--- src/rtl/fp_pkg.sv ---
// Shared types, constants and the Q16.16 -> float32 conversion for fp_cvt_arbiter.
// Latency: n/a (package; the conversion function is purely combinational).
// Backpressure: n/a.
package fp_pkg;

   typedef enum logic [1:0] {
      IDLE = 2'd0,
      CONV = 2'd1,
      OUT  = 2'd2
   } cvt_state_t;

   localparam int          F32_BIAS      = 127;
   localparam int          Q16_INT_MSB   = 15;
   localparam logic [31:0] F32_POS_ZERO  = 32'h0000_0000;
   localparam logic [31:0] F32_NEG_32768 = 32'hC700_0000;

   // Sign-magnitude split, normalise on the leading one, truncate the mantissa.
   // A zero magnitude yields lzc=32 and therefore exponent 110 with a zero mantissa.
   function automatic logic [31:0] q16_to_f32(input logic [31:0] q);
      logic [31:0] mag;
      logic [31:0] norm;
      logic [5:0]  lzc;
      logic        found;
      logic [7:0]  exp_v;
      mag   = q[31] ? (~q + 32'd1) : q;
      lzc   = 6'd32;
      found = 1'b0;
      for (int i = 31; i >= 0; i--) begin
         if (!found && mag[i]) begin
            lzc   = 6'(31 - i);
            found = 1'b1;
         end
      end
      norm  = mag << lzc;
      exp_v = 8'(F32_BIAS + Q16_INT_MSB - int'(lzc));
      return {q[31], exp_v, norm[30:8]};
   endfunction

endpackage

--- src/rtl/fp_cvt_arbiter_rr_arbiter.sv ---
// Round-robin grant selection starting one past the last granted requester.
// Latency: combinational.
// Backpressure: none; en low forces an all-zero grant.
module rr_arbiter #(
   parameter int NUM_REQ = 4,
   parameter int SRC_W   = $clog2(NUM_REQ)
) (
   input  logic [NUM_REQ-1:0] req_valid,
   input  logic [SRC_W-1:0]   last_grant,
   input  logic               en,
   output logic [NUM_REQ-1:0] grant,
   output logic [SRC_W-1:0]   grant_idx
);

   // Walk the requesters from last_grant+1 with wrap; first valid one wins.
   always_comb begin
      logic             found;
      logic [SRC_W-1:0] idx;
      grant     = '0;
      grant_idx = '0;
      found     = 1'b0;
      idx       = '0;
      for (int i = 1; i <= NUM_REQ; i++) begin
         idx = SRC_W'((int'(last_grant) + i) % NUM_REQ);
         if (en && !found && req_valid[idx]) begin
            found      = 1'b1;
            grant[idx] = 1'b1;
            grant_idx  = idx;
         end
      end
   end

endmodule

--- src/rtl/fp_cvt_arbiter.sv ---
// Shares one Q16.16->float32 converter among NUM_REQ requesters (round-robin); optional FP_CVT_ZERO_FIX_EN.
// Latency: accept at cycle T gives out_valid from T+2; one result per 3 cycles at best.
// Backpressure: out_ready low holds the result in OUT and keeps every req_ready low.
module fp_cvt_arbiter
   import fp_pkg::*;
#(
   parameter int NUM_REQ = 4,
   parameter int SRC_W   = $clog2(NUM_REQ)
) (
   input  logic                    clk,
   input  logic                    rst,
   input  logic [NUM_REQ-1:0]      req_valid,
   input  logic [NUM_REQ-1:0][31:0] req_data,
   output logic [NUM_REQ-1:0]      req_ready,
   output logic                    out_valid,
   input  logic                    out_ready,
   output logic [31:0]             out_data,
   output logic [SRC_W-1:0]        out_src,
   output logic [31:0]             conv_count
);

   cvt_state_t         state;
   cvt_state_t         state_nxt;
   logic [31:0]        op_q;
   logic [SRC_W-1:0]   src_q;
   logic [SRC_W-1:0]   last_grant;
   logic [NUM_REQ-1:0] grant;
   logic [SRC_W-1:0]   grant_idx;
   logic               arb_en;
   logic               accept;
   logic               fire;
   logic [31:0]        cvt_res;
   logic [31:0]        cvt_sel;

   // Grants are only offered in IDLE and never while reset is asserted.
   assign arb_en = (state == IDLE) && !rst;
   assign accept = |grant;
   assign fire   = out_valid && out_ready;

   rr_arbiter #(
      .NUM_REQ (NUM_REQ),
      .SRC_W   (SRC_W)
   ) u_rr_arbiter (
      .req_valid  (req_valid),
      .last_grant (last_grant),
      .en         (arb_en),
      .grant      (grant),
      .grant_idx  (grant_idx)
   );

   assign cvt_res = q16_to_f32(op_q);

`ifdef FP_CVT_ZERO_FIX_EN
   // Zero would otherwise come out as 2^-17; the most-negative operand is pinned explicitly.
   always_comb begin
      cvt_sel = cvt_res;
      if (op_q == 32'h0000_0000)
         cvt_sel = F32_POS_ZERO;
      else if (op_q == 32'h8000_0000)
         cvt_sel = F32_NEG_32768;
   end
`else
   assign cvt_sel = cvt_res;
`endif

   // State register.
   always_ff @(posedge clk) begin
      if (rst)
         state <= IDLE;
      else
         state <= state_nxt;
   end

   // Next-state logic: IDLE -> CONV on accept, CONV -> OUT, OUT -> IDLE on handshake.
   always_comb begin
      state_nxt = state;
      case (state)
         IDLE:    if (accept) state_nxt = CONV;
         CONV:    state_nxt = OUT;
         OUT:     if (fire) state_nxt = IDLE;
         default: state_nxt = IDLE;
      endcase
   end

   // Output decode: grant straight through, valid while holding a result.
   always_comb begin
      req_ready = grant;
      out_valid = (state == OUT);
   end

   // Operand capture, result register and saturating handshake counter.
   always_ff @(posedge clk) begin
      if (rst) begin
         op_q       <= '0;
         src_q      <= '0;
         last_grant <= SRC_W'(NUM_REQ - 1);
         out_data   <= '0;
         out_src    <= '0;
         conv_count <= '0;
      end else begin
         if (accept) begin
            op_q       <= req_data[grant_idx];
            src_q      <= grant_idx;
            last_grant <= grant_idx;
         end
         if (state == CONV) begin
            out_data <= cvt_sel;
            out_src  <= src_q;
         end
         if (fire && (conv_count != 32'hFFFF_FFFF))
            conv_count <= conv_count + 32'd1;
      end
   end

endmodule

--- config.mk ---
export PLATFORM = sky130hd
export DESIGN_NAME = fp_cvt_arbiter
export DESIGN_NICKNAME = d
export VERILOG_FILES = /design/src/rtl/fp_pkg.sv /design/src/rtl/fp_cvt_arbiter_rr_arbiter.sv /design/src/rtl/fp_cvt_arbiter.sv
export SDC_FILE = /design/constraint.sdc
export NUM_CORES = 1
export LEC_CHECK = 0
export BUFFER_PORTS_ARGS = -buffer_cell sky130_fd_sc_hd__buf_2
export CAP_MARGIN = 10
export CORE_ASPECT_RATIO = 1.2
export CORE_UTILIZATION = 60
export CTS_CLUSTER_SIZE = 24
export DETAILED_ROUTE_END_ITERATION = 12
export PLACE_DENSITY = 0.91
export SYNTH_ARGS = -nofsm -noshare
export SYNTH_HDL_FRONTEND = slang
export SYNTH_SLANG_ARGS = --single-unit
--- constraint.sdc ---
create_clock -name clk -period 11.1 [get_ports clk]
set_input_delay 0.555 -clock clk [delete_from_list [all_inputs] [get_ports clk]]
set_output_delay 0.555 -clock clk [all_outputs]
set_load 0.02 [all_outputs]
==> flow_summary.ini <==
[logic_synthesis]
synth_top_area_cell = dfxtp_1
synthXorXnorAreaFrac_pct = 6.53
synthTopCellsByCount = nand2_1 (162), nor2_1 (112), dfxtp_1 (104)
synthesis.nets = 1340
synth_area_leaders = dfxtp_1 (23%), mux2i_1 (7.1%), nand2_1 (6.8%)
synthCells = 1194
synth_flop_cell = dfxtp_1
netlist.area_leader.share_pct = 23.2
synth-simple-area-share_pct = 25.3
synth_top_family_by_area = compound AO/OA/AOI/OAI gates
synth-compound-area-share_pct = 28.8
synth.avg_cell_area_sq_um = 7.51
post-synth-top-count-cell = nand2_1
synth_edf_count = 0
synth.mux.area_fraction_pct = 8.53
async_flop_share_pct = 0
post_synth_num_cell_types = 91
synth_area_sq_um = 8960
yosys_register_bits = 104
ys_seq_area_share_pct = 23.2
synthAdderAreaFrac_pct = 1.54
ys_warn_count = 0

[detailed_routing]
drt_iter0_drc = 1051
wl_per_cell_microns = 19.1
vias = 10074
vias_per_cell = 6.60
ant_nets = 0
drtPass1Iterations = 12
wl_microns = 29100
drc_errors = 1

[grt]
grt_pass1_wl_microns = 45400
grt_usage_pct = 36.8
grt_overflow = 0
grt_max_degree = 89
grt_pass1_vias = 9098
antenna_found_initial = 1

[cts]
cts_setup_buffers = 0
cts_made_buffers = 9
clk_pin_slew_ns = 0.07
clk_latency_ns = 0.37
cts_root_buffer = clkbuf_16
ctsHoldBuffers = 0
clock-sinks = 104
cts.path.max_buffers = 2
cts_tree = built
cts_resized = 0
htreeDepth = 3

[timing]
min_period_over_period_pct = 51.0
worstMarginPinSlew_ns = 1.18
setup_ws_ns = 5.43
hold_viol_final = 0
fin_crit_ns = 5.67
setup_viol = 0
finClkSkew_ns = 0.0236
tns_ns = 0
fmax_mhz = 176
maxSlewViolCount = 0
max-slew-margin-rel_pct = 20.2
grt_setup_unrepaired = no

[place]
dp_cells = 1512
hpwlAfterDp_microns = 22000
gp_congestion = 1.04
io_buffers = 205
pre_cts_ws_ns = 5.72

[layout]
finalNetCount = 1469
fin_cells = 1527
antenna_cells = 0
fill_cells = 1232
drive_gt1_share_pct = 20.6
area_growth_syn_to_layout_pct = 13.5

[floorplanning]
row_count = 48
start_util_pct = 61.9
core_area_sq_um = 14500
dieArea_sq_um = 15400
die_y_microns = 136
chipWidth_microns = 114
ios = 206

[worst_setup_path]
crit_arrival_ns = 5.93
cp_top_family = simple AND/OR/NAND/NOR gates
cpMostUsedCell = buf_4
worst-endpoint-required_ns = 11.37
path_class = flip-flop to flip-flop
crit_fanout = 26
critical_path_buf_inv_count = 5
cp_slowest_stage_delay_ns = 0.70
end_kind = flip-flop
slowest_stage = nor4_1
crit_path_start_kind = flip-flop
crit_chain = inv_1 -> ha_1 -> or3b_1 -> nor4_1 -> buf_4 -> nand3_1 -> nor4_1 -> o22ai_2 -> nor2_1 -> a21boi_1 -> nor2_2 -> buf_4 -> inv_1 -> buf_4 -> mux2i_1 -> o221ai_1 -> a221oi_2

[min_path]
min_path_type = flip-flop to flip-flop

[run]
max-cap-violations = 0

[run_status]
outcome = finished with violations
violations = design-rule violations
## metal layers
| layer | GRT usage, % | share of wire [%] | vias up |
|---|---|---|---|
| met2 | 62.5 | 48 | 607 |
| met3 | 7.04 | 8.2 | 143 |
| met1 | 42.7 | 39 | 4603 |
| li1 | - | - | 4719 |
| met5 | 0 | 0.052 | - |
| met4 | 22.7 | 5.6 | 2 |
## flip-flops by register name, summed over array words and instances (netlist names)
| name | flops |
|---|---|
| op_q | 32 |
| out_data | 32 |
| last_grant | 2 |
| conv_count | 32 |
| state | 2 |
| src_q | 2 |
| out_src | 2 |
## stage by stage
step	area (sq um)	utilization [%]	hold slack (ns)
4_1_cts	10200	70.3	0.452
3_3_place_gp	9890	68.4	0.436
5_1_grt	10200	70.3	0.471
2_1_floorplan	8960	-	0.432
3_5_place_dp	9890	68.4	0.435
6_report	10200	70.3	0.448
## layout by cell type (no fill, tap or decap), types with 11 or more instances in the layout
cell type | synthesis | layout
nor2_1 | 112 | 112
and2_1 | 39 | 39
ha_1 | 11 | 11
and3_1 | 12 | 12
dfxtp_1 | 104 | 104
a21oi_1 | 76 | 76
mux2i_1 | 64 | 64
o21ai_0 | 46 | 46
nand2_1 | 162 | 162
a211oi_1 | 53 | 53
nor4_1 | 14 | 13
a31oi_1 | 11 | 11
nand4_1 | 16 | 16
o221ai_1 | 13 | 13
xor2_1 | 39 | 39
o31ai_1 | 15 | 15
or3_1 | 14 | 14
buf_2 | 10 | 205
nor3_1 | 31 | 31
xnor2_1 | 26 | 26
a311oi_1 | 36 | 36
inv_1 | 17 | 17
nand3_1 | 18 | 18
buf_4 | 2 | 13
## final timing paths
path	from	to	slack, ns	depth (start not counted)
worst min-delay path	out_data[12]	out_data[12]	0.45	2
worst min register to register	out_data[12]	out_data[12]	0.45	2
worst max register to register	op_q[0]	out_data[18]	5.43	17
worst max-delay path	op_q[0]	out_data[18]	5.43	17
## layout make-up
class	count	area, sq um	area share [%]
tap	200	250	2.46
inverter	18	67.6	0.664
sequential	104	2080	20.5
clock inverter	6	56.3	0.553
timing repair buffer	218	1120	11.0
multi-input combinational	972	6370	62.6
clock buffer	9	225	2.21
## cells by family after synthesis
logic type | count (synthesis)
adders and majority gates | 11
xor gates and xnor gates | 66
buffers and inverters | 118
and+or+nand+nor | 467
AOI/OAI and AO/OA | 356
DFF | 104
muxes | 72
## worst min-delay path: stages, from the launching register on
cell	delay (ns)
dfxtp_1	0.32
nand2_1	0.05
o31ai_1	0.05
Power is left out: the tool's default activity adds up to more than one toggle a clock period on the data nets, which glitch-free logic cannot reach.
